File: config.mk
export PLATFORM = sky130hd
export DESIGN_NAME = decode_stage_flat
export DESIGN_NICKNAME = d
export VERILOG_FILES = /design/src/rtl/decode_stage_if.sv /design/src/rtl/decode_stage.sv /design/src/flat_wrapper.sv
export SDC_FILE = /design/constraint.sdc
export NUM_CORES = 1
export LEC_CHECK = 0
export CELL_PAD_IN_SITES_DETAIL_PLACEMENT = 1
export CELL_PAD_IN_SITES_GLOBAL_PLACEMENT = 2
export CORE_ASPECT_RATIO = 1.25
export CORE_MARGIN = 2
export CORE_UTILIZATION = 24
export CTS_CLUSTER_SIZE = 24
export DETAILED_ROUTE_END_ITERATION = 12
export PLACE_DENSITY_LB_ADDON = 0.08
export SYNTH_ARGS = -nofsm -noshare
export SYNTH_HDL_FRONTEND = slang
export SYNTH_SLANG_ARGS = --single-unit
File: constraint.sdc
create_clock -name clk -period 2.76 [get_ports clk]
set_input_delay 0.552 -clock clk [delete_from_list [all_inputs] [get_ports clk]]
set_output_delay 0.552 -clock clk [all_outputs]
set_load 0.02 [all_outputs]
File: src/rtl/decode_stage_if.sv
// Handshake and decoded-bundle bus for decode_stage.
// master drives instruction/pc and out_ready; slave is the stage.
interface decode_stage_if #(
  parameter int CNT_W = 16
);
  logic             in_valid;
  logic             in_ready;
  logic [31:0]      instruction;
  logic [31:0]      p_count;
  logic             out_valid;
  logic             out_ready;
  logic [5:0]       opcode;
  logic [4:0]       rs;
  logic [4:0]       rt;
  logic [4:0]       rd;
  logic [4:0]       shamt;
  logic [5:0]       funct;
  logic [31:0]      imm_ext;
  logic [31:0]      jump_target;
  logic             is_rtype;
  logic             is_itype;
  logic             is_jtype;
  logic             is_link;
  logic             is_load;
  logic [31:0]      pc_out;
  logic [CNT_W-1:0] stall_count;

  modport master (
    output in_valid, instruction, p_count, out_ready,
    input  in_ready, out_valid, opcode, rs, rt, rd,
    input  shamt, funct, imm_ext, jump_target,
    input  is_rtype, is_itype, is_jtype, is_link,
    input  is_load, pc_out, stall_count
  );

  modport slave (
    input  in_valid, instruction, p_count, out_ready,
    output in_ready, out_valid, opcode, rs, rt, rd,
    output shamt, funct, imm_ext, jump_target,
    output is_rtype, is_itype, is_jtype, is_link,
    output is_load, pc_out, stall_count
  );
endinterface

File: src/rtl/decode_stage.sv
// MIPS decode stage: registered field split, immediate/jump
// generation and single-bubble load-use hazard insertion.
module decode_stage #(
  parameter logic [5:0] J_OPCODE   = 6'd2,
  parameter logic [5:0] JAL_OPCODE = 6'd3,
  parameter logic [5:0] LW_OPCODE  = 6'd35,
  parameter bit         HAZARD_EN  = 1'b1,
  parameter int         CNT_W      = 16
) (
  input logic          clk,
  input logic          reset,
  input logic          flush,
  decode_stage_if.slave bus
);

  logic [31:0] ins_w;
  logic [5:0]  op_w;
  logic [31:0] pc4_w;
  logic        r_w, j_w, i_w, zx_w;
  logic        rd_rs_w, rd_rt_w, hit_w;
  logic        hazard_w, in_ready_w, accept_w;

  logic [4:0]  rs_d, rt_d, rd_d, sh_d;
  logic [5:0]  fn_d;
  logic [31:0] imm_d, jt_d;

  logic             valid_q, valid_d;
  logic [5:0]       op_q;
  logic [4:0]       rs_q, rt_q, rd_q, sh_q;
  logic [5:0]       fn_q;
  logic [31:0]      imm_q, jt_q, pc_q;
  logic             r_q, i_q, j_q, link_q, load_q;
  logic [CNT_W-1:0] cnt_q, cnt_d;

  assign ins_w = bus.instruction;
  assign op_w  = ins_w[31:26];
  assign pc4_w = bus.p_count + 32'd4;

  always_comb begin
    r_w  = (op_w == 6'd0);
    j_w  = !r_w && (op_w == J_OPCODE ||
                    op_w == JAL_OPCODE);
    i_w  = !r_w && !j_w;
    zx_w = (op_w == 6'd12) || (op_w == 6'd13) ||
           (op_w == 6'd14);
  end

  always_comb begin
    rs_d  = '0;
    rt_d  = '0;
    rd_d  = '0;
    sh_d  = '0;
    fn_d  = '0;
    imm_d = '0;
    jt_d  = '0;
    unique case (1'b1)
      r_w: begin
        rs_d = ins_w[25:21];
        rt_d = ins_w[20:16];
        rd_d = ins_w[15:11];
        sh_d = ins_w[10:6];
        fn_d = ins_w[5:0];
      end
      j_w: jt_d = {pc4_w[31:28], ins_w[25:0], 2'b00};
      default: begin
        rs_d  = ins_w[25:21];
        rt_d  = ins_w[20:16];
        imm_d = zx_w ? {16'h0, ins_w[15:0]}
                     : {{16{ins_w[15]}}, ins_w[15:0]};
      end
    endcase
  end

  // Stores and branches also read rt; jumps read nothing.
  always_comb begin
    rd_rs_w = r_w | i_w;
    rd_rt_w = r_w | (i_w & ((op_w == 6'd4) ||
                            (op_w == 6'd5) ||
                            (op_w == 6'd43)));
    hit_w   = (rd_rs_w && ins_w[25:21] == rt_q) ||
              (rd_rt_w && ins_w[20:16] == rt_q);
    hazard_w = HAZARD_EN && valid_q && load_q &&
               bus.in_valid && hit_w && (rt_q != 5'd0);
    in_ready_w = flush |
                 ((~valid_q | bus.out_ready) & ~hazard_w);
    accept_w = bus.in_valid & in_ready_w & ~flush;
  end

  always_comb begin
    valid_d = valid_q;
    if (flush)
      valid_d = 1'b0;
    else if (accept_w)
      valid_d = 1'b1;
    else if (bus.out_ready && valid_q)
      valid_d = 1'b0;
    cnt_d = cnt_q;
    if (hazard_w && bus.out_ready && cnt_q != '1)
      cnt_d = cnt_q + CNT_W'(1);
  end

  always_ff @(posedge clk) begin
    if (reset) begin
      valid_q <= 1'b0;
      op_q    <= '0;
      rs_q    <= '0;
      rt_q    <= '0;
      rd_q    <= '0;
      sh_q    <= '0;
      fn_q    <= '0;
      imm_q   <= '0;
      jt_q    <= '0;
      pc_q    <= '0;
      r_q     <= 1'b0;
      i_q     <= 1'b0;
      j_q     <= 1'b0;
      link_q  <= 1'b0;
      load_q  <= 1'b0;
      cnt_q   <= '0;
    end else begin
      valid_q <= valid_d;
      cnt_q   <= cnt_d;
      if (accept_w) begin
        op_q   <= op_w;
        rs_q   <= rs_d;
        rt_q   <= rt_d;
        rd_q   <= rd_d;
        sh_q   <= sh_d;
        fn_q   <= fn_d;
        imm_q  <= imm_d;
        jt_q   <= jt_d;
        pc_q   <= bus.p_count;
        r_q    <= r_w;
        i_q    <= i_w;
        j_q    <= j_w;
        link_q <= (op_w == JAL_OPCODE) && !r_w;
        load_q <= (op_w == LW_OPCODE);
      end
    end
  end

  assign bus.in_ready    = in_ready_w;
  assign bus.out_valid   = valid_q;
  assign bus.opcode      = op_q;
  assign bus.rs          = rs_q;
  assign bus.rt          = rt_q;
  assign bus.rd          = rd_q;
  assign bus.shamt       = sh_q;
  assign bus.funct       = fn_q;
  assign bus.imm_ext     = imm_q;
  assign bus.jump_target = jt_q;
  assign bus.is_rtype    = r_q;
  assign bus.is_itype    = i_q;
  assign bus.is_jtype    = j_q;
  assign bus.is_link     = link_q;
  assign bus.is_load     = load_q;
  assign bus.pc_out      = pc_q;
  assign bus.stall_count = cnt_q;

endmodule
File: src/flat_wrapper.sv
// flat-port wrapper written by rule: the top's interface ports become plain ports
module decode_stage_flat 
#(
  parameter logic [5:0] J_OPCODE   = 6'd2,
  parameter logic [5:0] JAL_OPCODE = 6'd3,
  parameter logic [5:0] LW_OPCODE  = 6'd35,
  parameter bit         HAZARD_EN  = 1'b1,
  parameter int         CNT_W      = 16
)
  (clk, reset, flush, bus_in_valid, bus_instruction, bus_p_count, bus_out_ready, bus_in_ready, bus_out_valid, bus_opcode, bus_rs, bus_rt, bus_rd, bus_shamt, bus_funct, bus_imm_ext, bus_jump_target, bus_is_rtype, bus_is_itype, bus_is_jtype, bus_is_link, bus_is_load, bus_pc_out, bus_stall_count);
  decode_stage_if #(.CNT_W(CNT_W)) bus_i ();
  input logic clk;
  input logic reset;
  input logic flush;
  input wire logic [$bits(bus_i.in_valid)-1:0] bus_in_valid;
  input wire logic [$bits(bus_i.instruction)-1:0] bus_instruction;
  input wire logic [$bits(bus_i.p_count)-1:0] bus_p_count;
  input wire logic [$bits(bus_i.out_ready)-1:0] bus_out_ready;
  output wire logic [$bits(bus_i.in_ready)-1:0] bus_in_ready;
  output wire logic [$bits(bus_i.out_valid)-1:0] bus_out_valid;
  output wire logic [$bits(bus_i.opcode)-1:0] bus_opcode;
  output wire logic [$bits(bus_i.rs)-1:0] bus_rs;
  output wire logic [$bits(bus_i.rt)-1:0] bus_rt;
  output wire logic [$bits(bus_i.rd)-1:0] bus_rd;
  output wire logic [$bits(bus_i.shamt)-1:0] bus_shamt;
  output wire logic [$bits(bus_i.funct)-1:0] bus_funct;
  output wire logic [$bits(bus_i.imm_ext)-1:0] bus_imm_ext;
  output wire logic [$bits(bus_i.jump_target)-1:0] bus_jump_target;
  output wire logic [$bits(bus_i.is_rtype)-1:0] bus_is_rtype;
  output wire logic [$bits(bus_i.is_itype)-1:0] bus_is_itype;
  output wire logic [$bits(bus_i.is_jtype)-1:0] bus_is_jtype;
  output wire logic [$bits(bus_i.is_link)-1:0] bus_is_link;
  output wire logic [$bits(bus_i.is_load)-1:0] bus_is_load;
  output wire logic [$bits(bus_i.pc_out)-1:0] bus_pc_out;
  output wire logic [$bits(bus_i.stall_count)-1:0] bus_stall_count;
  assign bus_i.in_valid = bus_in_valid;
  assign bus_i.instruction = bus_instruction;
  assign bus_i.p_count = bus_p_count;
  assign bus_i.out_ready = bus_out_ready;
  assign bus_in_ready = bus_i.in_ready;
  assign bus_out_valid = bus_i.out_valid;
  assign bus_opcode = bus_i.opcode;
  assign bus_rs = bus_i.rs;
  assign bus_rt = bus_i.rt;
  assign bus_rd = bus_i.rd;
  assign bus_shamt = bus_i.shamt;
  assign bus_funct = bus_i.funct;
  assign bus_imm_ext = bus_i.imm_ext;
  assign bus_jump_target = bus_i.jump_target;
  assign bus_is_rtype = bus_i.is_rtype;
  assign bus_is_itype = bus_i.is_itype;
  assign bus_is_jtype = bus_i.is_jtype;
  assign bus_is_link = bus_i.is_link;
  assign bus_is_load = bus_i.is_load;
  assign bus_pc_out = bus_i.pc_out;
  assign bus_stall_count = bus_i.stall_count;
  decode_stage #(.J_OPCODE(J_OPCODE), .JAL_OPCODE(JAL_OPCODE), .LW_OPCODE(LW_OPCODE), .HAZARD_EN(HAZARD_EN), .CNT_W(CNT_W)) u_core (.clk(clk), .reset(reset), .flush(flush), .bus(bus_i));
endmodule
# Word level (Yosys, flattened, before mapping)
# Index checks and enable logic that the tools add are counted.
# op_classes
addsub	2
n_eq_ne	12
muxes	10
n_bitwise	11
n_reduce_logical	25
# op_table
operator	n
$mux W32	3
$add A32 B3 Y32 const B	1
$mux W5	4
$eq A6 B4 Y1 const B	3
$add A16 B1 Y16 const B	1
$ne A16 B16 Y1 const B	1
$eq A6 B2 Y1 const B	2
$eq A6 B3 Y1 const B	2
$eq A6 B6 Y1 const B	2
$logic_and A1 B1 Y1	12
$eq A5 B5 Y1	2
$logic_not A6 Y1	1
$logic_or A1 B1 Y1	6
$mux W6	1
$reduce_bool A5 Y1	1
$and A1 B1 Y1	4
$or A1 B1 Y1	4
$reduce_or A2 Y1	2
$not A1 Y1	3
$logic_not A1 Y1	2
$mux W1	2
$reduce_bool A2 Y1	1
# word_totals
ff_bits	150
input_bits	69
output_inout_bits	151
word_cells	76

# Depth between registers and ports, before layout
# Gate-level depths: netlist (run 1).
# logic_depth
depth_word	17
depth_mapped	9
ltp_nobuf	7

# Worst setup path before layout (run 1)
# No wires, ideal clock.
# synth_path
path_kind	input-to-output
from	input bus_instruction[28]
to	output bus_in_ready
arrival_time_ps	1851
required_time_ps	2208
path_slack_ps	357
stages	5
path_buffers	0
cell_sequence	or3_4 -> or3b_4 -> nand4_4 -> and2_1 -> a21o_1
# synth_via
elab_chain_cells	14
word_cells_on_any_way	24
classes_between	eq/ne: 5; bitwise: 6; reduce/logical: 13
# synth_rtl
item	line	source
from (decl)	flat_wrapper.sv:16	input wire logic [$bits(bus_i.instruction)-1:0] bus_instruction;
$eq A6 B2 Y1, or another cell as far along	decode_stage.sv:41	j_w = !r_w && (op_w == J_OPCODE ||
$logic_or A1 B1 Y1 / $logic_not A1 Y1 (equally long branches)	decode_stage.sv:41, decode_stage.sv:43	
$logic_and A1 B1 Y1	decode_stage.sv:41	
$logic_not A1 Y1	decode_stage.sv:43	i_w = !r_w && !j_w;
$logic_and A1 B1 Y1	decode_stage.sv:43	
$and A1 B1 Y1	decode_stage.sv:77	rd_rt_w = r_w | (i_w & ((op_w == 6'd4) ||
$or A1 B1 Y1	decode_stage.sv:77	
$logic_and A1 B1 Y1	decode_stage.sv:81	(rd_rt_w && ins_w[20:16] == rt_q);
$logic_or A1 B1 Y1 (*)	decode_stage.sv:80	hit_w = (rd_rs_w && ins_w[25:21] == rt_q) ||
$logic_and A1 B1 Y1 (*) (2 in a row)	decode_stage.sv:83	bus.in_valid && hit_w && (rt_q != 5'd0);
$not A1 Y1 (*)	decode_stage.sv:85	((~valid_q | bus.out_ready) & ~hazard_w);
$and A1 B1 Y1 (*)	decode_stage.sv:85	
$or A1 B1 Y1 (*)	decode_stage.sv:84	in_ready_w = flush |
to (decl)	flat_wrapper.sv:19	output wire logic [$bits(bus_i.in_ready)-1:0] bus_in_ready;
# Every way passes the cells marked *; elsewhere a longest branch is shown, timed or not.

# Worst setup path after layout (run 1)
# layout_path
from	input bus_instruction[27]
to	output bus_in_ready
# Same word-level chain as after synthesis.

==> metrics.txt, run 1 <==
Routed Antenna Nets=0; worst slew pin tran=791 ps; post-place setup slack=-617 ps; number of antenna violations at the first check in global routing=1; die footprint=approximately 0.024 mm^2; hold_sp=u_core.bus.imm_ext[11]; Initial DRC Count=approximately 160; CP max FO=5; Avg Vias per Cell=between 4 and 5; Async SR Flop Fraction=0; total global routing overflow=0; IO Port Bufs=approximately 220; Fmax achieved=0.371 GHz; Worst R2R End=u_core.bus.stall_count[13]; top area cells in the synthesized netlist=dfxtp_1 (49%), a21oi_1 (11%), nand2_1 (11%); outcome=finished clean; Synth Instances=680; Syn Area/Cell=8.04 um^2; GRT Util Overall=0.164; fin crit period=around 2700 ps; Synth top area share=0.487; top-count cell post-synth=nand2_1; gpl congestion=between 0.8 and 0.9; Worst-Skew Late Latency=410 ps; Worst EP arrival=2140 ps; prevailing post-synth register cell=dfxtp_1; First-pass DRT Iterations=6; CTS Sinks=133; die width=~140 um; Reg2Reg Depth=8; final wirelength=~20 mm; Max Slew Vio Count=0; gr busiest metal=met2; Filler Cell Count=approximately 2600; Die H=roughly 170 um; origin of the critical flop-to-flop path=u_core.bus.rt[4]; synthesized flop and latch total=between 100 and 150; vias in the first global route=between 5000 and 6000; largest net degree at the start of global routing=74; wire per inst=roughly 17 um; Seq. cell area=0.00266 mm^2; DRC viols=0; critical path class=input pin to output pin; CTS H-tree lvls=4; number of core rows=slightly above 60; dominant cell type by area after synthesis=dfxtp_1; layout cells sized above 1=0.114; setup ws final=between 60 and 70 ps; met2 Resource Use GR=0.293; Longest Clk Path Bufs=2; IO Count=220; part of the Yosys area used for sequential elements=0.487; total power=roughly 0.0050 W; Peak VDD IR=about 0.0004 V; GR Util met1=0.199; worst hold path endpoint=u_core.bus.imm_ext[11]; Worst slew margin=0.473; final setup fails=0; CP Data Required Time=2210 ps; Hold Path Class=register to register; global routing usage on met3=0.0357; Syn. warnings=0; Startpoint Class=input pin; Post-Layout Cell Count=between 1000 and 1500; Static Leak=3.10 nW; RSZ-0062 raised after global routing=no; first-pass GRT wire length=~32 mm; Initial Util=0.245; period utilization=0.976; Post-synth EDFFs=0; Cell Pwr Density=roughly 570 mW/mm^2; Post-Synthesis Cell Area=0.00547 mm^2; synth cell count leaders=nand2_1 (162), dfxtp_1 (133), a21oi_1 (122), nand3_1 (79), clkbuf_1 (29); final net count=971; clk_skew=around 11 ps; Worst-path clk slew=50 ps; distinct cell type count after synthesis=42; Setup TNS=0 ps; Layout area overhead=59.4%; WHS=between 400 and 500 ps; depth of the worst hold-timing path=2; Clk Tree Root Cell=clkbuf_16; Core ar.=approximately 0.022 mm^2; Placed Cells=about 1200; Final Hold Fails=0; area used by multi-input combinational logic=0.00248 mm^2; CTS buffer count=17; antenna cells=0; CP Capture Type=output pin; DP Wirelength=about 15 mm; CTS tree=yes; Max-Cap Viols=0; FF-to-FF setup slack=290 ps; vias=about 5600
[repair_timing]
action | 4_1_cts | 5_1_grt
hold buffers | 0 | 0
gates cloned | 0 | 0
endpoints found under the setup margin | 1 | 1
buffers inserted | 0 | 1
pin swaps | 2 | 3
gates resized for setup | 10 | 7
[per-layer routing]
metal	vias up	wire length (um)
met5	-	0
met4	0	206
met3	12	796
met2	132	10100
met1	2719	8830
li1	2731	-
[per-stage QoR]
stage / cell area, um^2 / util
6_report: 8720 / 0.391
5_1_grt: 8720 / 0.391
4_1_cts: 8690 / 0.390
3_5_place_dp: 8070 / 0.362
3_3_place_gp: 8070 / 0.362
2_1_floorplan: 5470 / -
[final cells by class]
class | count | share of cell area
clock buffer | 18 | 0.0492
clock inverter | 13 | 0.0209
inverter | 4 | 0.00172
multi-input combinational | 479 | 0.285
sequential | 133 | 0.305
tap | 283 | 0.0406
timing repair buffer | 266 | 0.298
[worst max path at each step]
| stage | startpoint | endpoint | slack (ps) |
|---|---|---|---|
| 2_1_floorplan | bus_instruction[28] | bus_in_ready | 360 |
| 3_3_place_gp | bus_instruction[28] | bus_in_ready | -580 |
| 3_5_place_dp | bus_instruction[28] | bus_in_ready | -620 |
| 4_1_cts | bus_instruction[20] | bus_in_ready | 1 |
| 5_1_grt | bus_instruction[25] | bus_in_ready | 10 |
| 6_report | bus_instruction[27] | bus_in_ready | 70 |
[cells in the final DEF, fill, tap and decap left out, drive strengths merged, types with 5 or more instances in the layout]
master         instances
a21oi                123
a31o                   6
and3                   5
buf                   51
clkbuf                18
clkdlybuf4s50        209
clkinv                 7
dfxtp                133
inv                    5
mux2                   5
nand2                162
nand2b                 7
nand3                 79
nand4                 11
nor2                  26
xnor2                  8
xor2                  10
[cells by family (layout without fill, tap and decap cells)]
family / after synthesis / after routing / synth area share
fa+ha+maj: 1 / 1 / 0.00229
simple gates: 312 / 312 / 0.261
flops: 133 / 133 / 0.487
xor+xnor: 18 / 18 / 0.0288
buf+inv: 69 / 301 / 0.0698
other cells: 1 / 2 / 0.000686
compound gates: 140 / 140 / 0.139
mux: 6 / 6 / 0.0121
[power breakdown]
part / internal (W) / leakage, nW / switching [W]
combinational: 0.000267 / 1.72 / 0.000303
sequential: 0.00197 / 1.08 / 0.0000349
clock: 0.00151 / 0.300 / 0.000874
total: 0.00374 / 3.10 / 0.00121
[flip-flops by register name (all words and copies together) (netlist names)]
| name | flops |
|---|---|
| u_core.bus.is_link | 1 |
| u_core.bus.out_valid | 1 |
| u_core.bus.shamt | 5 |
| u_core.bus.rd | 5 |
| u_core.bus.funct | 6 |
| u_core.bus.pc_out | 32 |
| u_core.bus.is_itype | 1 |
| u_core.bus.rs | 5 |
| u_core.bus.is_rtype | 1 |
| u_core.bus.imm_ext | 17 |
| u_core.bus.opcode | 6 |
| u_core.bus.stall_count | 16 |
| u_core.bus.is_jtype | 1 |
| u_core.bus.jump_target | 30 |
| u_core.bus.rt | 5 |
| u_core.bus.is_load | 1 |
[worst max-delay path: stages]
cell	delay, ps
clkdlybuf4s50_1	480
a2111oi_1	430
o2111ai_2	190
and2_4	180
a21o_1	180
buf_6	130
No activity file was read; power rests on OpenSTA's default activity.
==> run 2: changes to the inputs <==
- CAP_MARGIN: default -> 20
- SETUP_SLACK_MARGIN: default -> 0.1
==> metrics.txt, run 2 (same netlist as run 1, synthesis figures left out) <==
outcome=finished clean; total global routing overflow=0; largest net degree at the start of global routing=between 70 and 80; Worst slew margin=0.468; Core ar.=roughly 0.022 mm^2; combinational power share=0.115; CP max stage cell=or3b_4; layout cells sized above 1=0.120; Initial DRC Count=roughly 170; internal power=roughly 0.0037 W; period utilization=0.946; antenna cells=0; vias=5608; Clk Tree Root Cell=clkbuf_16; Final Hold Fails=0; DP Wirelength=approximately 15 mm; final net count=just under 1000; Die H=~170 um; crit-path cells=dlygate4sd2_1 > or3_4 > or3b_4 > nand4_4 > and2_4 > a21o_1 > buf_6; depth of the worst hold-timing path=2; Max-Cap Viols=0; number of antenna violations at the first check in global routing=1; Cell Pwr Density=569 mW/mm^2; Crit. Startpoint=bus_instruction[29]; worst slew pin tran=~800 ps; Avg Vias per Cell=between 4 and 5; origin of the critical flop-to-flop path=u_core.bus.rt[0]; Worst-Skew Late Latency=~410 ps; vias in the first global route=around 5900; fin crit period=2610 ps; CP Data Required Time=around 2200 ps; DRC viols=0; clk_skew=about 10 ps; Reg2Reg Depth=8; Peak VDD IR=between 0.0003 and 0.0004 V; post-place setup slack=-617 ps; die width=between 100 and 150 um; Worst-path clk slew=roughly 50 ps; Fmax achieved=between 0.3 and 0.4 GHz; CTS buffer count=17; Routed Antenna Nets=0; Longest Clk Path Bufs=2; CP max stage delay=420 ps; gpl congestion=~0.8; die footprint=~0.024 mm^2; CP Capture Type=output pin; net switching power=approximately 0.0012 W; most frequent cells in the layout=clkdlybuf4s50_1 (205), nand2_1 (162), dfxtp_1 (130), a21oi_1 (122), nand3_1 (78); final setup fails=0; Sw Ratio=0.245; CP max FO=2; Worst EP arrival=between 2000 and 2500 ps; Seq. cell area=roughly 0.0027 mm^2; hold_sp=u_core.bus.imm_ext[11]; first-pass GRT wire length=about 32 mm; critical path class=input pin to output pin; GRT Util Overall=0.164; Filler Cell Count=2595; register share of total power=0.404; First-pass DRT Iterations=6; total power=between 0.004 and 0.005 W; Setup TNS=0 ps; CTS Sinks=around 130; Post-Layout Cell Count=between 1000 and 1500; CTS H-tree lvls=4; Layout area overhead=59.3%; number of flip-flops in the largest register=32; Worst R2R End=u_core.bus.stall_count[13]; RSZ-0062 raised after global routing=no; setup ws final=149 ps; Placed Cells=around 1200; FF-to-FF setup slack=390 ps; Startpoint Class=input pin; IO Count=220; number of core rows=around 60; Hold Path Class=register to register; CTS tree=yes; Static Leak=between 3 and 4 nW; final wirelength=roughly 20 mm; area used by multi-input combinational logic=~0.0025 mm^2; Max Slew Vio Count=0; hold buffer count at CTS=0; clock share of power=0.481; Initial Util=0.245; wire per inst=around 17 um; worst hold path endpoint=u_core.bus.imm_ext[11]; IO Port Bufs=approximately 220; commonest non-fill, non-tap cell in the layout=clkdlybuf4s50_1
-- run 2: critical path, delay by kind of cell --
kind	cells	cell delay, ps
buffers and inverters	2	350
AOI/OAI and AO/OA	1	120
and+or+nand+nor	4	1030
-- run 2: worst max path at each step --
stage | to | slack [ps]
after floorplan | bus_in_ready | 360
after global placement | bus_in_ready | -580
after detailed placement | bus_in_ready | -620
after CTS | bus_in_ready | 110
after global routing | bus_in_ready | 110
final | bus_in_ready | 150
-- run 2: power by group through the flow --
stage / registers, W / clock network [W] / logic, W
2_1_floorplan: 0.00210 / 0 / 0.000204
3_3_place_gp: 0.00204 / 0 / 0.000569
3_5_place_dp: 0.00205 / 0 / 0.000576
4_1_cts: 0.00200 / 0.00244 / 0.000575
5_1_grt: 0.00201 / 0.00255 / 0.000614
6_report: 0.00200 / 0.00238 / 0.000570
-- run 2: area by class of cell --
type,instances,area share
Inverter,4,0.00172
Multi-Input combinational cell,479,0.286
Tap cell,283,0.0406
Clock inverter,13,0.0210
Sequential cell,133,0.306
Timing Repair Buffer,266,0.296
Clock buffer,18,0.0492
-- run 2: repair_timing --
action                     4_1_cts  5_1_grt
pin swaps                        5        1
gates resized for setup         19        9
setup buffers                    1        0
setup endpoints to repair        2        4
-- run 2: layer usage --
| layer | wire length [um] | vias to the layer above | part of all wire | track usage |
|---|---|---|---|---|
| li1 | - | 2733 | - | - |
| met5 | 0 | - | 0 | 0 |
| met1 | 8840 | 2729 | 0.44 | 0.199 |
| met2 | 10200 | 134 | 0.51 | 0.294 |
| met4 | 199 | 0 | 0.0099 | 0.0434 |
| met3 | 811 | 12 | 0.040 | 0.0357 |
-- run 2: stage by stage --
step	hold WS [ps]	cell area, um^2	util
after floorplan	529	5470	-
after global placement	440	8070	0.362
after detailed placement	446	8070	0.362
after CTS	454	8700	0.390
after global routing	467	8720	0.391
final	450	8720	0.391
==> run 3: changes to the inputs <==
- RECOVER_POWER: default -> 25
==> metrics.txt, run 3 (same netlist as run 1, synthesis figures left out) <==
gpl congestion=around 0.81; Worst-Skew Late Latency=approximately 410 ps; final wirelength=between 20 and 25 mm; Final Cell Area=a little under 0.009 mm^2; Static Leak=approximately 3.3 nW; vias in the first global route=5877; hold buffer count at CTS=0; Fmax achieved=~0.38 GHz; DRC viols=0; Worst-path clk slew=around 50 ps; Cell Pwr Density=roughly 570 mW/mm^2; CP max FO=2; origin of the critical flop-to-flop path=u_core.bus.rt[0]; FF-to-FF setup slack=approximately 400 ps; commonest non-fill, non-tap cell in the layout=nand2_1; Final Hold Fails=0; worst hold path endpoint=u_core.bus.imm_ext[11]; Post-Layout Cell Count=1196; Layout area overhead=59.3%; number of flip-flops in the largest register=32; Avg Vias per Cell=between 4 and 5; vias=about 5600; largest net degree at the start of global routing=74; First-pass DRT Iterations=6; depth of the worst hold-timing path=2; Longest Clk Path Bufs=2; Hold Path Class=register to register; Initial DRC Count=between 150 and 200; CTS tree=yes; CP Data Required Time=between 2000 and 2500 ps; Initial Util=0.245; final net count=between 900 and 1000; CP Capture Type=output pin; outcome=finished clean; crit-path cells=dlygate4sd2_1 > or3_4 > or3b_4 > nand4_4 > and2_4 > a21o_1 > buf_6; Worst EP arrival=a little over 2000 ps; Area after DPL=roughly 0.008 mm^2; Max Slew Vio Count=0; wire per inst=between 15 and 20 um; number of core rows=about 60; Peak VDD IR=approximately 0.0004 V; final core utilization=0.391; CTS H-tree lvls=4; Worst R2R End=u_core.bus.stall_count[13]; most frequent cells in the layout=nand2_1 (162), clkdlybuf4s50_1 (135), dfxtp_1 (130), a21oi_1 (122), nand3_1 (78); GRT Util Overall=0.164; CTS Sinks=about 130; number of antenna violations at the first check in global routing=1; period utilization=0.946; Setup TNS=0 ps; Placed Cells=between 1000 and 1500; hold_sp=u_core.bus.imm_ext[11]; Clk Tree Root Cell=clkbuf_16; Die H=between 150 and 200 um; Crit path max-delay family=simple AND/OR/NAND/NOR gates; final setup fails=0; CP max stage cell=or3b_4; Core ar.=0.0223 mm^2; CP max stage delay=between 400 and 500 ps; Routed Antenna Nets=0; Reg2Reg Depth=8; Max-Cap Viols=0; IO Port Bufs=about 220; total global routing overflow=0; die width=between 100 and 150 um; Worst slew margin=0.473; RSZ-0062 raised after global routing=no; clk_skew=10.5 ps; worst slew pin tran=roughly 800 ps; layout cells sized above 1=0.120; antenna cells=0; Startpoint Class=input pin; CTS buffer count=17; IO Count=220; die footprint=around 0.024 mm^2; worst path bufs/invs=2; fin crit period=2610 ps; first-pass GRT wire length=roughly 32 mm; Filler Cell Count=2595; DP Wirelength=14.5 mm; critical path class=input pin to output pin
==> run 3: cell count changes in the layout (fill, tap and decap cells not counted), sizes merged <==
cell / change
dlygate4sd3: +70
clkdlybuf4s50: -70
==> run 3: power breakdown <==
part           switching (W)  total (W)  leakage (nW)  internal, W
registers          0.0000334    0.00200          1.08      0.00197
logic               0.000305   0.000560          1.93     0.000255
clock network       0.000875    0.00238         0.300      0.00151
==> run 3: worst max path at each step <==
stage	startpoint	to	depth (start not counted)	slack, ps
floorplan	bus_instruction[28]	bus_in_ready	5	360
global placement	bus_instruction[28]	bus_in_ready	7	-580
detailed placement	bus_instruction[28]	bus_in_ready	7	-620
CTS	bus_instruction[28]	bus_in_ready	7	110
global route	bus_instruction[29]	bus_in_ready	7	110
finish	bus_instruction[29]	bus_in_ready	7	150
==> run 3: metal layers <==
metal  part of all wire  track usage
met5                  0            0
met4              0.011       0.0434
met3              0.041       0.0357
met2               0.51        0.294
met1               0.44        0.199
==> run 3: what timing repair did <==
action                     CTS  global route
gates resized for setup     19             9
setup endpoints to repair    2             4
pin swaps                    5             1
setup buffers                1             0
==> run 3: tightest hold or removal path: cells and delay by family, from the launching register on <==
kind / cells / cell delay, ps
flops: 1 / 300
simple gates: 1 / 50
compound gates: 1 / 50
==> run 3: cell type report <==
cell class | count | area [um^2] | area share
inverters | 4 | 15.0 | 0.00172
multi-input cells | 479 | 2490 | 0.286
flip-flops and latches | 133 | 2670 | 0.306
clock inverters | 13 | 183 | 0.0210
well taps | 283 | 354 | 0.0406
repair buffers | 266 | 2580 | 0.296
clock buffers | 18 | 429 | 0.0492
==> run 3: per-stage QoR <==
step,worst slack (ps),power (W),hold WS [ps]
after floorplan,357,0.00230,529
after global placement,-581,0.00261,440
after detailed placement,-617,0.00262,446
after CTS,113,0.00502,454
after global routing,105,0.00516,464
final,149,0.00494,448
